==> config.mk <==
export PLATFORM = sky130hd
export DESIGN_NAME = comp_mux_unit
export DESIGN_NICKNAME = d
export VERILOG_FILES = /design/src/rtl/comp_mux_unit.sv
export SDC_FILE = /design/constraint.sdc
export NUM_CORES = 1
export LEC_CHECK = 0
export CAP_MARGIN = 20
export CORE_AREA = 5 5 42 44
export CTS_CLUSTER_DIAMETER = 120
export DETAILED_ROUTE_END_ITERATION = 12
export DIE_AREA = 0 0 47 49
export PLACE_DENSITY = 0.37
export SLEW_MARGIN = 20
export SYNTH_ARGS = -nofsm -noshare
export SYNTH_HDL_FRONTEND = slang
export SYNTH_SLANG_ARGS = --single-unit
==> constraint.sdc <==
create_clock -name clk -period 0.9 [get_ports clk]
set_input_delay 0.09 -clock clk [delete_from_list [all_inputs] [get_ports clk]]
set_output_delay 0.09 -clock clk [all_outputs]
set_load 0.03 [all_outputs]
==> src/rtl/comp_mux_unit.sv <==
// Magnitude comparator built from 2:1 mux cells, cascaded MSB to LSB.
// Zero-latency greater/lesser/equal flags plus a registered copy with a valid strobe.
module comp_mux_unit #(
  parameter int WIDTH  = 1,
  parameter int SIGNED = 0
) (
  input  logic             clk,
  input  logic             rst_n,
  input  logic [WIDTH-1:0] a,
  input  logic [WIDTH-1:0] b,
  input  logic             en,
  output logic             greater,
  output logic             lesser,
  output logic             equal,
  output logic             greater_q,
  output logic             lesser_q,
  output logic             equal_q,
  output logic             valid_q
);

  logic [WIDTH-1:0] w_g_cell;
  logic [WIDTH-1:0] w_l_cell;
  logic [WIDTH-1:0] w_e_cell;
  logic [WIDTH-1:0] w_gt;
  logic [WIDTH-1:0] w_lt;
  logic [WIDTH-1:0] w_eq;

  logic r_greater_q;
  logic r_lesser_q;
  logic r_equal_q;
  logic r_valid_q;

  genvar gi;
  generate
    for (gi = 0; gi < WIDTH; gi++) begin : g_cell
      // In two's complement a set MSB means negative, so the MSB cell's g/l swap.
      if ((gi == WIDTH - 1) && (SIGNED != 0)) begin : g_signed_msb
        assign w_g_cell[gi] = a[gi] ? 1'b0   : b[gi];
        assign w_l_cell[gi] = a[gi] ? ~b[gi] : 1'b0;
      end else begin : g_plain
        assign w_g_cell[gi] = a[gi] ? ~b[gi] : 1'b0;
        assign w_l_cell[gi] = a[gi] ? 1'b0   : b[gi];
      end
      assign w_e_cell[gi] = a[gi] ? b[gi] : ~b[gi];

      if (gi == WIDTH - 1) begin : g_head
        assign w_gt[gi] = w_g_cell[gi];
        assign w_lt[gi] = w_l_cell[gi];
        assign w_eq[gi] = w_e_cell[gi];
      end else begin : g_chain
        // A lower bit only decides while every higher bit is still equal.
        assign w_gt[gi] = w_eq[gi+1] ? w_g_cell[gi] : w_gt[gi+1];
        assign w_lt[gi] = w_eq[gi+1] ? w_l_cell[gi] : w_lt[gi+1];
        assign w_eq[gi] = w_eq[gi+1] ? w_e_cell[gi] : 1'b0;
      end
    end
  endgenerate

  assign greater = w_gt[0];
  assign lesser  = w_lt[0];
  assign equal   = w_eq[0];

  always_ff @(posedge clk or negedge rst_n) begin
    if (!rst_n) begin
      r_greater_q <= 1'b0;
      r_lesser_q  <= 1'b0;
      r_equal_q   <= 1'b0;
      r_valid_q   <= 1'b0;
    end else if (en) begin
      r_greater_q <= w_gt[0];
      r_lesser_q  <= w_lt[0];
      r_equal_q   <= w_eq[0];
      r_valid_q   <= 1'b1;
    end
  end

  assign greater_q = r_greater_q;
  assign lesser_q  = r_lesser_q;
  assign equal_q   = r_equal_q;
  assign valid_q   = r_valid_q;

endmodule

; ---- After elaboration in Yosys (flattened, before gate mapping)
; Index checks and enable logic that the tools add are counted.
[classes]
mux = 3
n_bitwise = 1
[ops]
columns = op, n
row1 = $mux W1, 3
row2 = $not A1 Y1, 1
[totals]
reg_bits = 4
output_inout_bits = 7
inputBits = 5
word_cells = 8

; ---- Depth between registers and ports, before layout
; Gate-level depths: netlist (run 1).
[logic_depth]
ltp_word = 2
mapped_depth = 3
mapped_depth_nobuf = 3

; ---- Least setup slack after synthesis (run 1)
; No wires, ideal clock.
[synth_path]
path_type = in2reg
start = input port a
end = register r_equal_q (netlist: equal_q)
arrival_ns = 0.821
path_slack_ns = -0.046
setup_time_ns = 0.125
path_stages = 3
t_required_ns = 0.775
path_buffers = 0
path_cell_list = inv_1 > ha_1 > mux2_2
[synth_via]
elab_chain_len = 1
[synth_lines]
columns = item, line_no
row1 = start: declaration, 9  ; input logic [WIDTH-1:0] a,
row2 = $mux W1, 44  ; assign w_e_cell[gi] = a[gi] ? b[gi] : ~b[gi];
row3 = net equal, 14  ; output logic equal,
row4 = end signal: assignment, 72  ; r_equal_q <= w_eq[0];
row5 = end: declaration, 30  ; logic r_equal_q;
; The timed path passes the listed nets, and every way through them passes these cells.
; A chain may end at the register's enable or synchronous reset.

; ---- Final worst setup path (run 1)
[layout_path]
start = register r_valid_q (netlist: valid_q)
end = output port valid_q
[layout_rtl]
columns = item, line_no
row1 = start: declaration, 31  ; logic r_valid_q;
row2 = start signal: assignment, 68  ; r_valid_q <= 1'b0;
row3 = start signal: assignment, 73  ; r_valid_q <= 1'b1;
row4 = end: declaration, 18  ; output logic valid_q
; No word-level cell between the ends.

==> results of run 1 <==
==> flip-flops by register name, indices dropped and copies added, names as in the netlist <==
register   count
equal_q        1
greater_q      1
lesser_q       1
valid_q        1
==> layout by cell type, fill, tap and decap left out <==
cell type / netlist / final
ha_4: 0 / 1
inv_2: 0 / 1
buf_4: 0 / 4
dfrtp_1: 4 / 4
or2_2: 1 / 1
ha_2: 0 / 1
clkdlybuf4s15_1: 0 / 1
clkbuf_4: 0 / 3
inv_1: 2 / 1
mux2_2: 3 / 3
dlymetal6s2s_1: 0 / 1
buf_6: 0 / 4
clkdlybuf4s50_1: 0 / 1
dlygate4sd2_1: 0 / 1
==> repair_timing <==
| item | CTS | global route |
|---|---|---|
| endpoints found under the setup margin | 6 | 4 |
| setup buffers | 0 | 0 |
| gates resized for setup | 7 | 4 |
==> power by group through the flow <==
| stage | registers, uW | logic (uW) | clock network, uW |
|---|---|---|---|
| after floorplan | 235 | 49.3 | 0 |
| after global placement | 205 | 146 | 0 |
| after detailed placement | 205 | 147 | 0 |
| after CTS | 203 | 157 | 232 |
| after global routing | 208 | 173 | 253 |
| final | 205 | 160 | 217 |
==> routing by layer <==
| metal | vias up | global-route usage (%) | part of all wire [%] | routed length [um] |
|---|---|---|---|---|
| met2 | 15 | 6.11 | 33 | 155 |
| met5 | - | 0 | 0 | 0 |
| met3 | 0 | 7.38 | 21 | 96 |
| met1 | 66 | 5.56 | 45 | 210 |
| met4 | 0 | 2.76 | 0 | 0 |
| li1 | 70 | - | - | - |
==> kinds of logic after synthesis <==
group         after synthesis
flops                       4
mux                         3
buf+inv                     2
fa+ha+maj                   2
simple gates                1
==> through the flow <==
step	hold slack [ns]	cell area [um2]
floorplan	-0.206	175
global placement	0.308	295
detailed placement	0.306	295
CTS	0.0558	335
global route	0.0644	347
finish	0.0574	347
==> cell type report <==
type	instances	share of cell area, %
repair buffers	12	33.6
flip-flops and latches	4	28.9
multi-input cells	6	23.1
clock buffers	3	6.50
well taps	16	5.78
inverters	2	2.17
==> how the worst max path moves through the flow <==
stage             from      end  slack (ns)  cells past startpoint
3_5_place_dp         a  equal_q       -0.41                      4
4_1_cts              a  greater       0.005                      4
3_3_place_gp         a  equal_q       -0.39                      4
6_report       valid_q  valid_q        0.04                      1
2_1_floorplan  valid_q  valid_q       0.008                      1
5_1_grt        valid_q  valid_q       0.001                      1
==> results.md, run 1 <==
* Status: finished clean
* DRT Pass-1 Iters at 2
* Fmax at 1.16 GHz
* Die Width at 47 um
* Ant. Diodes at 0
* DRT antenna net count at 0
* Post-synthesis cell area at 173 um2
* CTS tree: built
* Vias at 151
* Top cells by count, synth: dfrtp_1, mux2_2, ha_1, inv_1, or2_2
* #FFs+latches synth at 4
* Clock buffer depth at 2
* Die height at 49 um
* Sequential share of power at 35.2%
* CORE AREA at 1400 um2
* Number of buffers created by CTS at 3
* Xor-xnor portion of the synthesized cell area at 0%
* First-pass GRT wire length at 828 um
* Main combinational cell family by area after synthesis: multiplexers
* Largest net degree at the start of global routing at 5
* Post-synth cell types at 5
* Placer Congestion at 0.686
* Pwr Total at 582 uW
* Int Pwr at 422 uW
* Residual DRC at 0
* Initial Util at 12.3%
* Clock root buffer: clkbuf_4
* Seq/Total Area, Yosys at 58.0%
* FF+latch area at 100 um2
* CP Capture Type: output port
* Synth Instances at 12
* Syn_area_per_cell at 14.4 um2
* # rows at 14
* Peak VDD IR at 954 uV
* R2R Setup Slk at 0.14 ns
* Reg-to-reg startpoint: greater_q
* Final WL at 463 um
* TritonCTS sink count at 4
* Cell family with most CP delay: flip-flops
* Length in cells of the worst reg-to-reg path at 1
* Slew Limit Fails at 0
* Total grt overflow at 0
* Crit-path slowest cell: dfrtp_1
* Worst setup path class: flop to output port
* Async SR Flop Fraction at 100%
* Placed cells at 40
* Non-Filler Instances at 43
* CP max stage delay at 0.37 ns
* CP arrival at 0.77 ns
* DP HPWL at 377 um
* Antenna violations before repair at 0
* Pre-CTS setup slack at -0.412 ns
* Most common cell in the netlist: dfrtp_1
* Layout Utilization at 24.7%
* Worst-path clk slew at 0.04 ns
* Max_slew headroom at 88.3%
* Worst Path Buf+Inv at 1
* Final nets at 36
* Gate power share at 27.6%
* RR Endpoint: greater_q
* Worst Clk Skew at 0 ns
* Vias per inst at 3.51
* # setup viols final at 0
* Vias in the first global route at 194
* Post-synthesis net count at 19
* Hold buffers post-CTS at 0
* Switching part of the total at 27.4%
* Average wire per standard cell at 10.8 um
* Final hold violation count at 0
* Worst slew pin tran at 0.175 ns
* Area contributors post-synth: dfrtp_1, mux2_2, ha_1, inv_1, or2_2
* Ys flop type: dfrtp_1
* Setup_tns at 0 ns
* Worst min path class: input pin to asynchronous set/reset pin
* Filler cells at 158
* PD cells at 1680 nW/um2
* Mux contribution to synthesized area at 19.6%
* Worst path required time at 0.81 ns
* Leak at 0.000169 uW
* H-tree depth at 1
* Layout area overhead at 101%
* I/O Buffers at 11
* Post-synth EDFFs at 0
* Critical path fanouts, max at 2
* Clock share of power at 37.3%
* Final setup margin at 0.0369 ns
* Layout cells sized above 1 at 66.7%
* RSZ-0062 raised after global routing: false
* Synth top area share at 58.0%
* Critical path cell sequence: buf_4
* Ys Warns at 0
* Tot GR Track Use at 5.51%
* Clk_lat worst skew at 0.23 ns
* NetSw at 159 uW
* Compound-cell area share of the yosys netlist at 0%
* Post-synth top area cell: dfrtp_1
* Startpoint Class: flop
* Maxcap violations at 0
* Area of the multi-input gates at 80.1 um2
* DIE AREA at 2300 um2
* Period utilisation layout at 95.9%
* Post-synthesis adder-cell area fraction at 14.5%
* Io pins at 12
* Post-Synth Simple-Gate Area at 3.62%
* Number of DRC markers in iteration 0 at 3
* Minimum clock period at 0.863 ns
Note: power is estimated with default switching activity, not from simulation.
==> run 2: changes to the inputs <==
--- a/config.mk
+++ b/config.mk
@@ -10,6 +10,7 @@
 export CTS_CLUSTER_DIAMETER = 120
 export DETAILED_ROUTE_END_ITERATION = 12
 export DIE_AREA = 0 0 47 49
+export GPL_TIMING_DRIVEN = 0
 export PLACE_DENSITY = 0.37
 export SLEW_MARGIN = 20
 export SYNTH_ARGS = -nofsm -noshare
==> run 2 against run 1 <==
- cell area fell by 9.4%
- clock-buffer cell count did not move
- die area did not move
- hold slack improved by 0.0054 ns
- fmax fell by 0.60%
- critical path type is now input pin to output port
- highest routed layer unchanged
==> results.md, run 2 (synthesized netlist as in run 1, its figures left out) <==
* Worst Clk Skew at 0 ns
* First-pass GRT wire length at 703 um
* Post-CTS Setup Inserts at 0
* Peak VDD IR at 543 uV
* CTS tree: built
* PD cells at 1780 nW/um2
* Layout cells sized above 1 at 61.5%
* Length in cells of the worst reg-to-reg path at 1
* Die height at 49 um
* Clock root buffer: clkbuf_4
* Placer Congestion at 0.701
* CORE AREA at 1400 um2
* Residual DRC at 0
* Leak at 0.000160 uW
* Final WL at 433 um
* Placed cells at 39
* Reg-to-reg startpoint: equal_q
* # setup viols final at 0
* Startpoint Class: input pin
* DRT antenna net count at 0
* Worst path required time at 0.81 ns
* DIE AREA at 2300 um2
* Io pins at 12
* Final hold violation count at 0
* I/O Buffers at 11
* Average wire per standard cell at 10.3 um
* CP arrival at 0.78 ns
* Fmax at 1.15 GHz
* RR Endpoint: equal_q
* Worst min path class: input pin to asynchronous set/reset pin
* Slew Limit Fails at 0
* Final setup margin at 0.0317 ns
* Clk_lat worst skew at 0.23 ns
* CP startpoint: a
* Antenna violations before repair at 0
* Max_slew headroom at 87.0%
* Status: finished clean
* Worst-path clk slew at 0.04 ns
* Worst slew pin tran at 0.195 ns
* Non-Filler Instances at 42
* Period utilisation layout at 96.5%
* Commonest non-fill, non-tap cells in the layout: dfrtp_1, buf_2, mux2_2, clkbuf_4
* Final nets at 35
* Hold buffers post-CTS at 0
* DRT Pass-1 Iters at 2
* Pre-CTS setup slack at -0.807 ns
* Largest net degree at the start of global routing at 5
* Die Width at 47 um
* RSZ-0062 raised after global routing: false
* # rows at 14
* Filler cells at 159
* Critical path fanouts, max at 2
* R2R Setup Slk at 0.15 ns
* CP Capture Type: output port
* H-tree depth at 1
* Number of DRC markers in iteration 0 at 2
* Vias in the first global route at 149
* Number of buffers created by CTS at 3
* TritonCTS sink count at 4
* Ant. Diodes at 0
* Total grt overflow at 0
* Vias per inst at 3.48
* Maxcap violations at 0
* Vias at 146
* Worst setup path class: input pin to output port
* Critical Path Sink: equal
* Clock buffer depth at 2
* Tot GR Track Use at 4.81%
* Layout Utilization at 22.4%
* Initial Util at 12.3%
* Layout area overhead at 81.9%
* Final hold slack at 0.0628 ns
* Minimum clock period at 0.868 ns
==> run 2: how the worst min path moves through the flow <==
stage               end  slack (ns)  cells past startpoint
2_1_floorplan   equal_q       -0.21                      0
3_3_place_gp    valid_q        0.31                      1
3_5_place_dp    valid_q        0.31                      1
4_1_cts        lesser_q        0.06                      1
5_1_grt        lesser_q        0.07                      1
6_report       lesser_q        0.06                      1
==> run 2: cell type report <==
type	count	area, um2	share of cell area, %
timing repair buffer	11	86.3	27.5
sequential	4	100	31.9
inverter	2	7.51	2.39
multi-input combinational	6	77.6	24.7
clock buffer	3	22.5	7.17
tap	16	20.0	6.37
==> run 2: per-layer routing <==
layer	global-route usage, %	vias up	part of all wire [%]
met3	5.17	0	20
met2	4.52	12	32
met1	5.56	68	48
met4	4.15	0	0
li1	-	66	-
met5	0	-	0
==> run 2: where the power goes <==
part | switching [uW] | internal (uW) | total (uW)
Clock | 65.5 | 148 | 214
Combinational | 82.6 | 60.5 | 143
Sequential | 6.39 | 196 | 202
Total | 154 | 405 | 559
==> run 2: per-stage QoR <==
step	total power, uW	setup TNS, ns	area [um2]
2_1_floorplan	284	0	175
3_3_place_gp	356	-3.83	305
3_5_place_dp	357	-3.90	305
4_1_cts	574	0	309
5_1_grt	595	0	314
6_report	559	0	314
==> run 2: what timing repair did <==
| action | CTS | global route |
|---|---|---|
| setup endpoints to repair | 10 | 2 |
| endpoints found under the hold margin | 0 | 0 |
| gates resized for setup | 42 | 3 |
==> run 2: critical path, cell delays in order <==
cell and delay (ns):
dlygate4sd2_1 0.24, inv_2 0.06, ha_4 0.27, buf_6 0.12
